[config.mk]
export PLATFORM = sky130hd
export DESIGN_NAME = sha256_msg_ctrl
export DESIGN_NICKNAME = d
export VERILOG_FILES = /design/src/rtl/sha256_msg_ctrl.sv
export SDC_FILE = /design/constraint.sdc
export NUM_CORES = 1
export LEC_CHECK = 0
export BUFFER_PORTS_ARGS = -buffer_cell sky130_fd_sc_hd__buf_2
export CAP_MARGIN = 20
export CORE_ASPECT_RATIO = 2
export CORE_UTILIZATION = 47
export CTS_CLUSTER_DIAMETER = 150
export DETAILED_ROUTE_END_ITERATION = 8
export HOLD_SLACK_MARGIN = 0.03
export PLACE_DENSITY = 0.71
export SYNTH_ARGS = -nofsm -noshare
export SYNTH_HDL_FRONTEND = slang
export SYNTH_SLANG_ARGS = --single-unit
[constraint.sdc]
create_clock -name clk -period 6.8 [get_ports clk]
set_input_delay 0.34 -clock clk [delete_from_list [all_inputs] [get_ports clk]]
set_output_delay 0.34 -clock clk [all_outputs]
set_load 0.02 [all_outputs]
[src/rtl/sha256_msg_ctrl.sv]
// SHA-256 message controller: accepts a byte stream, builds FIPS 180-4 padded
// 512-bit blocks (spilling into an extra block when needed) and sequences them to the core.
module sha256_msg_ctrl #(
    parameter int LEN_W = 32
) (
    input  logic         clk,
    input  logic         rst,
    input  logic         in_valid,
    input  logic [7:0]   in_data,
    input  logic         in_last,
    output logic         in_ready,
    output logic         blk_valid,
    output logic [511:0] blk_data,
    output logic         blk_first,
    output logic         blk_last,
    input  logic         blk_ready,
    input  logic         core_done,
    output logic         busy,
    output logic         done
);

    typedef enum logic [2:0] {
        S_IDLE,
        S_LOAD,
        S_MARK,
        S_ZERO,
        S_LEN,
        S_ISSUE,
        S_WAIT
    } state_t;

    state_t           state_q, state_d;
    logic [5:0]       ptr_q, ptr_d;
    logic [LEN_W-1:0] cnt_q, cnt_d;
    logic             first_q, first_d;
    logic             mark_q, mark_d;
    logic             final_q, final_d;
    logic             pend_q, pend_d;
    logic             done_q, done_d;

    logic             wr_en;
    logic [5:0]       wr_addr;
    logic [7:0]       wr_byte;
    logic             len_en;
    logic [7:0]       buf_mem [64];
    logic [63:0]      bit_len;
    logic             accept;

    assign accept  = in_valid & in_ready;
    assign bit_len = 64'({cnt_q, 3'b000});

    always_comb begin
        state_d = state_q;
        ptr_d   = ptr_q;
        cnt_d   = cnt_q;
        first_d = first_q;
        mark_d  = mark_q;
        final_d = final_q;
        pend_d  = pend_q;
        done_d  = 1'b0;
        wr_en   = 1'b0;
        wr_addr = ptr_q;
        wr_byte = 8'h00;
        len_en  = 1'b0;
        case (state_q)
            S_IDLE: begin
                ptr_d   = 6'd0;
                cnt_d   = '0;
                first_d = 1'b1;
                mark_d  = 1'b0;
                final_d = 1'b0;
                pend_d  = 1'b0;
                if (accept) begin
                    wr_en   = 1'b1;
                    wr_addr = 6'd0;
                    wr_byte = in_data;
                    ptr_d   = 6'd1;
                    cnt_d   = LEN_W'(1);
                    state_d = in_last ? S_MARK : S_LOAD;
                end
            end
            S_LOAD: begin
                if (accept) begin
                    wr_en   = 1'b1;
                    wr_byte = in_data;
                    ptr_d   = ptr_q + 6'd1;
                    cnt_d   = cnt_q + LEN_W'(1);
                    if (ptr_q == 6'd63) begin
                        // Block full: the marker, if due, goes into the next block.
                        pend_d  = in_last;
                        state_d = S_ISSUE;
                    end else if (in_last) begin
                        state_d = S_MARK;
                    end
                end
            end
            S_MARK: begin
                wr_en   = 1'b1;
                wr_byte = 8'h80;
                ptr_d   = ptr_q + 6'd1;
                mark_d  = 1'b1;
                state_d = (ptr_q == 6'd63) ? S_ISSUE : S_ZERO;
            end
            S_ZERO: begin
                wr_en   = 1'b1;
                wr_byte = 8'h00;
                ptr_d   = ptr_q + 6'd1;
                // Marker at 56..63 leaves ptr above 56, so this block is zero-filled and spilled.
                if (ptr_q == 6'd55 || ptr_q == 6'd56) begin
                    state_d = S_LEN;
                end else if (ptr_q == 6'd63) begin
                    state_d = S_ISSUE;
                end
            end
            S_LEN: begin
                len_en  = 1'b1;
                final_d = 1'b1;
                state_d = S_ISSUE;
            end
            S_ISSUE: begin
                if (blk_ready) begin
                    first_d = 1'b0;
                    state_d = S_WAIT;
                end
            end
            S_WAIT: begin
                if (core_done) begin
                    ptr_d = 6'd0;
                    if (final_q) begin
                        done_d  = 1'b1;
                        state_d = S_IDLE;
                    end else if (mark_q) begin
                        state_d = S_ZERO;
                    end else if (pend_q) begin
                        pend_d  = 1'b0;
                        state_d = S_MARK;
                    end else begin
                        state_d = S_LOAD;
                    end
                end
            end
            default: state_d = S_IDLE;
        endcase
    end

    always_ff @(posedge clk or negedge rst) begin
        if (!rst) begin
            state_q <= S_IDLE;
            ptr_q   <= 6'd0;
            cnt_q   <= '0;
            first_q <= 1'b1;
            mark_q  <= 1'b0;
            final_q <= 1'b0;
            pend_q  <= 1'b0;
            done_q  <= 1'b0;
        end else begin
            state_q <= state_d;
            ptr_q   <= ptr_d;
            cnt_q   <= cnt_d;
            first_q <= first_d;
            mark_q  <= mark_d;
            final_q <= final_d;
            pend_q  <= pend_d;
            done_q  <= done_d;
        end
    end

    always_ff @(posedge clk or negedge rst) begin
        if (!rst) begin
            for (int i = 0; i < 64; i++) begin
                buf_mem[i] <= 8'h00;
            end
        end else if (len_en) begin
            for (int k = 0; k < 8; k++) begin
                buf_mem[56 + k] <= bit_len[63 - 8 * k -: 8];
            end
        end else if (wr_en) begin
            buf_mem[wr_addr] <= wr_byte;
        end
    end

    always_comb begin
        blk_data = '0;
        for (int i = 0; i < 64; i++) begin
            blk_data[511 - 8 * i -: 8] = buf_mem[i];
        end
    end

    assign in_ready  = rst & ((state_q == S_IDLE) | (state_q == S_LOAD));
    assign blk_valid = (state_q == S_ISSUE);
    assign blk_first = blk_valid & first_q;
    assign blk_last  = blk_valid & final_q;
    assign busy      = (state_q != S_IDLE);
    assign done      = done_q;

endmodule
# Yosys cells after proc, flatten, opt, wreduce, memory -nomap -nowiden
# Index checks and enable logic that the tools add are counted.
# totals
reg_bits,558
output_inout_bits,518
elab_cells,166
# classes
addsub,2
magnitude_cmp,2
n_eq_ne,18
mux,46
bitwise_logic,7
n_reduce_logical,19
# ops
op,n
512-bit bitwise mux,1
64-bit two-way mux,2
32-bit case mux with 2 select lines,1
8-bit demux with 6-bit select,1
"32-bit by 1-bit adder with 32-bit output, second input constant",1
32-bit two-way mux,1
3-bit two-way mux,9
6-bit two-way mux,4
6-bit case mux with 4 select lines,1
3-bit case mux with 7 select lines,1
"6-bit equality test, second input constant",3
8-bit two-way mux,2
8-bit case mux with 2 select lines,1
1-bit two-way mux,13
"2-bit inequality test, second input constant",6
6-bit AND reduction,2
2-bit nonzero test,5
"3-bit equality test, second input constant",3
2-bit two-way mux,4
1-bit case mux with 2 select lines,4
"7-bit greater-or-equal comparator, second input constant",1
"7-bit by 1-bit < comparator with 1-bit output, second input constant",1
6-bit NOT with 7-bit output,1
"6-bit by 1-bit adder with 6-bit output, second input constant",1
16 further kinds,25

# Logic depth before layout (Yosys ltp)
# Gate-level depths: netlist of run 1.
# logic_depth
ltp_word,14
depth_mapped,8
depth_no_buf,6

# Worst setup path before layout of run 1
# No wires, ideal clock.
# synth_path
path_type,register to register
start,register cnt_q[0]
end,register cnt_q[26]
setup_ps,79
arrival_time_ps,2188
required_time_ps,6721
setup_slack_ps,4533
stages_incl_launch_ff,8
path_buffers,2
synth_period_minus_slack_ps,2267
cell_sequence,dfrtp_1 -> ha_1 -> or3b_4 -> or4_1 -> buf_2 -> buf_6 -> nor4_1 -> mux2i_1
# synth_between
elab_chain_len,3
# synth_rtl
item,line_no,text
from (decl),34,"logic [LEN_W-1:0] cnt_q, cnt_d;"
from (signal assigned),159,cnt_q <= cnt_d;
32-bit by 1-bit adder with 32-bit output,87,cnt_d = cnt_q + LEN_W'(1);
32-bit two-way mux,83,if (accept) begin
32-bit case mux with 2 select lines,65,case (state_q)
# No other way between the ends. The select of a mux whose other input is x is not followed.
# A chain may end at the register's enable or synchronous reset.

# Worst setup path in the final report of run 1
# layout_path
start,input rst
end,"register buf_mem, in the netlist blk_data[490]"
# layout_between
elab_chain_len,10
# layout_rtl
item,line_no,text
from (decl),7,"input logic rst,"
1-bit AND (*),189,assign in_ready = rst & ((state_q == S_IDLE) | (state_q == S_LOAD));
1-bit AND (*),49,assign accept = in_valid & in_ready;
6-bit two-way mux,73,if (accept) begin
6-bit two-way mux,65,
6-bit NOT with 7-bit output (not written as such),178,buf_mem[wr_addr] <= wr_byte;
7-bit greater-or-equal comparator (not written as such) / 7-bit by 1-bit < comparator with 1-bit output (equally long branches),178,
1-bit logical AND (not written as such),178,
8-bit two-way mux (not written as such),178,
8-bit demux with 6-bit select,178,
512-bit bitwise mux,178,
"to (signal, indexed assignment)",175,buf_mem[56 + k] <= bit_len[63 - 8 * k -: 8];
"to (signal, indexed assignment)",178,
to (decl),45,logic [7:0] buf_mem [64];
# Every way passes the cells marked *; elsewhere a longest branch is shown, timed or not.

==> results of run 1 <==
[power breakdown]
group / switching [W] / internal [W]
clock network: 0.00126 / 0.00156
registers: 0.000339 / 0.00374
logic: 0.00162 / 0.000764
total: 0.00322 / 0.00606
[final cells by class]
type | count | area [um^2]
flip-flops and latches | 558 | 14000
repair buffers | 553 | 2880
well taps | 632 | 791
clock inverters | 21 | 188
multi-input cells | 1012 | 8020
clock buffers | 66 | 1430
fillers | 3914 | 20100
inverters | 10 | 37.5
[cells in the final DEF (no fill, tap or decap), drive strengths merged, types with 4 or more instances in the layout]
cell type	count
a21o	5
a21oi	28
a221o	31
and2	10
and3	14
buf	550
clkbuf	67
clkinv	14
dfrtp	557
inv	12
mux2	377
mux2i	16
nand2	150
nand2b	10
nand3	31
nand3b	7
nor2	57
nor2b	5
nor3	32
nor3b	4
nor4	15
o21ai	111
o31a	4
o31ai	15
or3	9
or3b	6
or4	24
xnor2	6
[per-stage QoR]
stage | setup WS (ns) | cell area, um^2
2_1_floorplan | 4.53 | 22500
3_3_place_gp | 3.15 | 25600
3_5_place_dp | 3.28 | 25700
4_1_cts | 3.30 | 27300
5_1_grt | 3.16 | 27300
6_report | 3.35 | 27300
[state kept, by name (all words and copies together), names as in the netlist]
name and count:
blk_data 512, cnt_q 32, done 1, final_q 1
first_q 1, mark_q 1, pend_q 1, ptr_q 6
state_q 3
[worst register-to-register path: cells and delay by family (launching register included)]
kind             cells  cell delay [ns]
AO/OA/AOI/OAI        1             0.30
multiplexers         1             0.43
flip-flops           1             0.94
AND/OR/NAND/NOR      2             1.52
[logic make-up after synthesis]
family	Yosys count	share of synthesized area, %
fa+ha+maj	3	0.167
xor+xnor	7	0.273
buf+inv	137	2.42
mux	393	19.6
simple gates	392	9.32
flops	558	62.1
compound gates	217	6.11
[final timing paths]
path                                                from                        end  slack (ns)  cells after the start
worst max-delay path                                 rst  blk_data[490]$_DFFE_PN0P_        3.35                      6
worst min-delay path                           blk_ready        first_q$_DFFE_PN1P_        0.09                      3
worst max register to register    state_q[1]$_DFFE_PN0P_  blk_data[490]$_DFFE_PN0P_        3.52                      4
worst min register to register  blk_data[83]$_DFFE_PN0P_   blk_data[83]$_DFFE_PN0P_        0.48                      2
max in group asynchronous                            rst  blk_data[412]$_DFFE_PN0P_        4.09                      4
min in group asynchronous                            rst   blk_data[20]$_DFFE_PN0P_        0.35                      2
[layer usage]
layer | wire length [um] | vias to the layer above | track usage [%]
li1 | - | 6974 | -
met1 | 26300 | 8236 | 33.9
met2 | 36700 | 609 | 51.1
met3 | 4120 | 184 | 5.66
met4 | 3860 | 2 | 16.0
met5 | 17 | - | 0
[repair_timing]
item / CTS / global route
setup buffers: 0 / 0
hold buffers: 2 / 0
hold endpoints to repair: 95 / 0
endpoints found under the setup margin: 0 / 0
==> flow_summary.ini, run 1 <==
[grt]
grt_pass1_wl_um = 106000
first_global_vias = 16600
grt_usage_pct = 29.5
antenna_found_initial = 1
grt_max_degree = 167
grt_overflow_total = 0

[timing]
relSlewSlack_pct = 27.4
whs_ns = 0.0868
slew_viol_final = 0
finalSetupViolCount = 0
rsz0062_at_grt = no
fin_crit_sh_pct = 50.7
period_minus_slack_ns = 3.45
max_freq_ghz = 0.290
worst_pin_slew_ns = 1.09
tns_ns = 0
hold_viol = 0
finalClockSkew_ns = 0.0209

[logic_synthesis]
syn_area_um2 = 22500
avgSynthCellArea_um2 = 13.2
synth-seq-area-share_pct = 62.1
synth_area_leaders = dfrtp_1 (62%), mux2_2 (19%), nand2_1 (2.5%), o21ai_0 (2.5%), clkbuf_1 (1.8%)
synth_cell_types = 59
yosys.area.top_type = dfrtp_1
ys.flop_type = dfrtp_1
syn-num-nets = 1724
async_flop_share_pct = 100
synth_most_common_cell = dfrtp_1
synth_edf_count = 0
synthTopCellsByCount = dfrtp_1 (557), mux2_2 (377), nand2_1 (150)
netlist_instances = 1707
synth_warnings = 0
ys_ff_latch = 558
yosysTopAreaCellShare_pct = 62.0

[clock_tree]
clkLatencyLatePin_ns = 0.58
clock_sinks = 558
path_clk_slew_ns = 0.07
tritoncts.num_buffers = 48
cts_max_path_buffers = 3
post_cts_resized = 0
cts_tree = built
cts.htree.levels = 2
clockRootBuffer = clkbuf_16

[setup_path]
crit_family = simple AND/OR/NAND/NOR gates
slowest_delay_ns = 0.93
crit_type = input pin to flop
worstSetupEndpointType = flop
crit_path_top_delay_cell = nor2_1
critPathArrivalTime_ns = 3.91
path_max_fanout = 106
crit_required_ns = 7.26
startpoint_type = input pin
worstPathCellList = dlygate4sd3_1, buf_8, a31o_2, nand3_1, nor2_1, mux2_2
path_buf_inv = 2

[floorplanning]
initial_core_util_pct = 47.5
die_y_um = 311
dieArea_um2 = 48800
row_count = 113
io_pins = 532
die_x_um = 157
core_um2 = 47400

[min_path]
hold_path.class = input pin to flop

[cells_and_area]
utilization_pct = 57.7
syn_to_final_growth_pct = 21.5
nets = 2200
final_cells = 2852
final_layout_size_suffix_gt1_share_pct = 47.8
diodes = 0

[power]
p_total_w = 0.00928
total_leakage_power_nw = 14.5
peakVddDrop_uv = 249
power_density_nw_per_um2 = 340

[placement]
gp_congestion = 0.881
dp.cells = 2762
dp_hpwl_um = 48600
io_buffers = 531

[drt]
drt_wl_total_um = 71100
routedWlPerCell_um = 24.9
drc = 0
drtPass1Iterations = 5
routed-via-count = 16000
antenna_left = 0
via_per_inst = 5.61
drt_iter0_drc = 941

[flow_run]
drv_cap = 0

[status]
outcome = finished clean
No activity file was read; power rests on OpenSTA's default activity.
==> run 2, diff against run 1 <==
--- a/config.mk
+++ b/config.mk
@@ -5,6 +5,7 @@
 export SDC_FILE = /design/constraint.sdc
 export NUM_CORES = 1
 export LEC_CHECK = 0
+export ABC_AREA = 1
 export BUFFER_PORTS_ARGS = -buffer_cell sky130_fd_sc_hd__buf_2
 export CAP_MARGIN = 20
 export CORE_ASPECT_RATIO = 2
==> constraint.sdc (replaced) <==
create_clock -name clk -period 3.3 [get_ports clk]
set_input_delay 0.165 -clock clk [delete_from_list [all_inputs] [get_ports clk]]
set_output_delay 0.165 -clock clk [all_outputs]
set_load 0.02 [all_outputs]
==> flow_summary.ini, run 2 <==
[status]
outcome = finished clean

[setup_path]
worstPathCellList = inv_2, nand4_2, nand3_1, nor2_1, nand2_1, nand2_1, o21ai_0
crit_path_top_delay_cell = nor2_1
crit_family = simple AND/OR/NAND/NOR gates
slowest_delay_ns = 0.89
crit_required_ns = 3.70
crit_start = state_q[0]$_DFFE_PN0P_
reg2reg_from = state_q[0]$_DFFE_PN0P_
path_buf_inv = 1
path_max_fanout = 16
worstSetupEndpointType = flop
startpoint_type = flop
cp_common_cell = nand2_1
critPathArrivalTime_ns = 3.40
crit_type = flop to flop

[clock_tree]
post_cts_hold_buffer_count = 5
clkLatencyLatePin_ns = 0.58
post_cts_resized = 0
cts_max_path_buffers = 3
path_clk_slew_ns = 0.07
cts.htree.levels = 2
tritoncts.num_buffers = 47
cts_tree = built
clockRootBuffer = clkbuf_16
post_cts_buffers = 0
clock_sinks = 558

[drt]
drt_iter0_drc = 1414
wl_met1_um = 27300
wl_met2_um = 38800
routedWlPerCell_um = 21.3
dr_wl_met3_um = 5640
topRoutingLayerUsed = met4
antenna_left = 0
drtPass1Iterations = 5
via_per_inst = 5.39
drc = 0
drt_wl_total_um = 77100
routed-via-count = 19500

[floorplanning]
io_pins = 532
die_y_um = 310
row_count = 112
dieArea_um2 = 48300
core_um2 = 46700
initial_core_util_pct = 47.7
die_x_um = 156

[timing]
slew_viol_final = 0
finalSetupViolCount = 0
hold_viol = 0
tns_ns = 0
relSlewSlack_pct = 20.2
max_freq_ghz = 0.334
finalClockSkew_ns = 0.0107
rsz0062_at_grt = no
fin_crit_sh_pct = 90.7
worst_pin_slew_ns = 1.20
period_minus_slack_ns = 2.99

[logic_synthesis]
synth_cell_types = 31
synth_area_leaders = dfrtp_1 (63%), nand2_1 (15%), o21ai_0 (6.3%), nand3_1 (5.2%), o21ai_1 (1.9%)
synthTopCellsByCount = nand2_1 (875), dfrtp_1 (557), o21ai_0 (279)
ys_ff_latch = 558
synth_edf_count = 0
async_flop_share_pct = 100
netlist_instances = 2470
synth-seq-area-share_pct = 62.8
syn-num-nets = 2487
yosys.area.top_type = dfrtp_1
yosysTopAreaCellShare_pct = 62.7
avgSynthCellArea_um2 = 9.01
synth_warnings = 0
ys.flop_type = dfrtp_1
syn_area_um2 = 22200
synth_most_common_cell = nand2_1

[grt]
grt_usage_pct = 31.9
antenna_found_initial = 1
grt_pass1_wl_um = 115000
grt_overflow_total = 0
grt_max_degree = 183
first_global_vias = 19200

[cells_and_area]
final_common_cell = nand2_1
nets = 2969
final_layout_size_suffix_gt1_share_pct = 23.3
mostFrequentLayoutCells = nand2_1 (875), dfrtp_1 (557), buf_2 (530), o21ai_0 (279), nand3_1 (231)
syn_to_final_growth_pct = 22.1
utilization_pct = 58.2
largest_reg_flops = 512
num-fill-cells = 4212

[power]
peakVddDrop_uv = 480
power_density_nw_per_um2 = 615
combPwrFrac_pct = 19.8
p_seq_share_pct = 44.9
swShare_pct = 32.8
p_switching_w = 0.00548
total_leakage_power_nw = 14.7
pwr-share-clk_pct = 35.4
p_int_w = 0.0112

[flow_run]
drv_cap = 0

[min_path]
hold_path.class = input pin to async pin

[placement]
gp_congestion = 0.986
io_buffers = 531
dp_hpwl_um = 53700
## run 2: stage by stage
step	setup WS [ns]	hold WS, ns	total power [W]	cells	area, um^2
final	0.308	0.0547	0.0167	3616	27200
after global routing	0.121	0.0357	0.0173	3615	27200
after CTS	0.313	0.0404	0.0168	3614	27100
after detailed placement	0.336	0.00316	0.0109	3524	25500
after global placement	0.379	0.00463	0.0108	3523	25500
after floorplan	1.46	-0.131	0.00949	2470	22200
## run 2: final cells by class
type	instances	area [um^2]	area share, %
Clock buffer	65	1340	4.95
Clock inverter	20	270	0.995
Inverter	86	323	1.19
Tap cell	627	785	2.89
Multi-Input combinational cell	1691	7430	27.4
Sequential cell	558	14000	51.4
Antenna cell	1	2.50	0.00921
Timing Repair Buffer	568	3040	11.2
## run 2: per-layer routing
metal / track usage, % / up-vias
met3: 6.50 / 254
met1: 35.0 / 9317
met4: 20.3 / 0
li1: - / 8972
met5: 0 / -
met2: 56.0 / 936
## run 2: path summary, 6_finish.rpt
kind / endpoint / slack [ns] / cells after the start
min reg2reg: blk_data[432]$_DFFE_PN0P_ / 0.47 / 2
max reg2reg: blk_data[140]$_DFFE_PN0P_ / 0.31 / 7
max in group asynchronous: blk_data[409]$_DFFE_PN0P_ / 1.38 / 4
max: blk_data[140]$_DFFE_PN0P_ / 0.31 / 7
min: state_q[1]$_DFFE_PN0P_ / 0.05 / 2
min in group clk: blk_data[50]$_DFFE_PN0P_ / 0.23 / 6
## run 2: power groups by stage
stage	Sequential (W)	Clock (W)	Combinational [W]
after floorplan	0.00789	0	0.00161
after global placement	0.00759	0	0.00322
after detailed placement	0.00761	0	0.00328
after CTS	0.00748	0.00600	0.00329
after global routing	0.00751	0.00623	0.00356
final	0.00750	0.00591	0.00330
## run 2: cells by family (layout without fill, tap and decap cells)
| logic type | count (synthesis) | in the layout | share of synthesized area [%] |
|---|---|---|---|
| XOR/XNOR | 3 | 3 | 0.118 |
| other | 0 | 1 | 0 |
| adder cells (fa/ha/maj) | 3 | 3 | 0.169 |
| AND/OR/NAND/NOR | 1268 | 1268 | 23.4 |
| AO/OA/AOI/OAI | 417 | 417 | 9.58 |
| flip-flops | 558 | 558 | 62.8 |
| buffers and inverters | 221 | 739 | 3.94 |
==> run 3, diff against run 2 <==
--- a/config.mk
+++ b/config.mk
@@ -14,6 +14,7 @@
 export DETAILED_ROUTE_END_ITERATION = 8
 export HOLD_SLACK_MARGIN = 0.03
 export PLACE_DENSITY = 0.71
+export SKIP_CTS_REPAIR_TIMING = 1
 export SYNTH_ARGS = -nofsm -noshare
 export SYNTH_HDL_FRONTEND = slang
 export SYNTH_SLANG_ARGS = --single-unit
==> constraint.sdc (replaced) <==
create_clock -name clk -period 3.4 [get_ports clk]
set_input_delay 0.17 -clock clk [delete_from_list [all_inputs] [get_ports clk]]
set_output_delay 0.17 -clock clk [all_outputs]
set_load 0.02 [all_outputs]
==> flow_summary.ini, run 3 (same netlist as run 2, synthesis figures left out) <==
[status]
outcome = finished clean

[setup_path]
worst-path-stages = 9
crit_type = flop to flop
startpoint_type = flop
cp_common_cell = nand2_1
worstPathCellList = inv_1, nand2_1, nor2_2, inv_1, nand2_1, buf_4, nand2_1, o21ai_0, a21oi_1
path_buf_inv = 3
worstSetupEndpointType = flop
slowest_delay_ns = 0.62
ff2ff_path_depth = 9
path_max_fanout = 17
crit_path_top_delay_cell = nand2_1
crit_required_ns = 3.85
crit_family = simple AND/OR/NAND/NOR gates
critPathArrivalTime_ns = 3.38

[clock_tree]
cts_max_path_buffers = 3
cts.htree.levels = 2
clockRootBuffer = clkbuf_16
path_clk_slew_ns = 0.07
cts_tree = built
clkLatencyLatePin_ns = 0.59
clock_sinks = 558
tritoncts.num_buffers = 48

[timing]
period_minus_slack_ns = 2.93
finalSetupViolCount = 0
slew_viol_final = 0
hold_viol = 0
whs_ns = 0.232
relSlewSlack_pct = 20.4
worst_pin_slew_ns = 1.18
finalClockSkew_ns = 0.0192
tns_ns = 0
rsz0062_at_grt = no
max_freq_ghz = 0.341
final.setup.worst_slack_ns = 0.471
fin_crit_sh_pct = 86.2

[floorplanning]
row_count = 112
initial_core_util_pct = 47.7
die_y_um = 310
core_um2 = 46700
die_x_um = 156
io_pins = 532
dieArea_um2 = 48300

[drt]
antenna_left = 0
via_per_inst = 5.42
routed-via-count = 19600
drt_wl_total_um = 77000
drtPass1Iterations = 5
drt_iter0_drc = 1375
drc = 0
routedWlPerCell_um = 21.2

[grt]
grt_overflow_total = 0
first_global_vias = 19400
grt_pass1_wl_um = 115000
grt_max_degree = 164
antenna_found_initial = 1
grt_usage_pct = 31.7

[cells_and_area]
final_common_cell = nand2_1
nets = 2977
final_layout_size_suffix_gt1_share_pct = 23.6
utilization_pct = 58.7
syn_to_final_growth_pct = 23.1
mostFrequentLayoutCells = nand2_1 (875), dfrtp_1 (557), buf_2 (530), o21ai_0 (279), nand3_1 (231)
largest_reg_flops = 512
diodes = 0

[placement]
io_buffers = 531
gp_congestion = 0.995
dp_slack_ns = 0.508
dp_hpwl_um = 53000

[power]
power_density_nw_per_um2 = 605
total_leakage_power_nw = 14.8
peakVddDrop_uv = 514

[min_path]
hold_depth = 6
hold_path.class = input pin to flop

[flow_run]
drv_cap = 0
-- run 3: cell count changes in the layout (fill, tap and decap cells not counted), sizes merged --
cell | before | now
clkbuf | 65 | 69
bufinv | 6 | 7
diode | 1 | 0
clkinvlp | 2 | 1
clkinv | 17 | 15
buf | 562 | 569
-- run 3: layer usage --
layer / GRT usage [%] / vias up / share of wire [%]
met5: 0 / - / 0
met4: 20.7 / 0 / 6.8
met3: 6.57 / 236 / 7.2
met2: 54.8 / 865 / 50
met1: 35.2 / 9564 / 36
li1: - / 8984 / -
-- run 3: worst paths after layout --
check / start / endpoint / slack [ns]
min in group asynchronous: rst / done$_DFF_PN0_ / 0.34
hold / removal: in_data[1] / blk_data[41]$_DFFE_PN0P_ / 0.23
setup reg to reg: state_q[1]$_DFFE_PN0P_ / cnt_q[12]$_DFFE_PN0P_ / 0.47
setup / recovery: state_q[1]$_DFFE_PN0P_ / cnt_q[12]$_DFFE_PN0P_ / 0.47
hold reg to reg: blk_data[432]$_DFFE_PN0P_ / blk_data[432]$_DFFE_PN0P_ / 0.47
max in group asynchronous: rst / blk_data[257]$_DFFE_PN0P_ / 1.55
-- run 3: where the power goes --
| group | switching [W] | internal, W |
|---|---|---|
| clock | 0.00254 | 0.00351 |
| combinational | 0.00253 | 0.000708 |
| sequential | 0.000285 | 0.00699 |
-- run 3: area by class of cell --
cell class,count,area (um^2)
clock buffers,69,1450
inverters,86,323
flip-flops and latches,558,14000
clock inverters,18,287
repair buffers,575,3150
well taps,627,785
fillers,4137,19300
multi-input cells,1691,7430
-- run 3: stage by stage --
step	power, W	instance area (um^2)	cells
global placement	0.0105	25500	3525
floorplan	0.00921	22200	2470
finish	0.0166	27400	3624
global route	0.0172	27400	3624
CTS	0.0166	27200	3613
detailed placement	0.0106	25500	3526
-- run 3: tightest hold or removal path, delay by kind of cell --
family | cells | cell delay [ns]
and+or+nand+nor | 3 | 0.21
buffers and inverters | 3 | 0.39
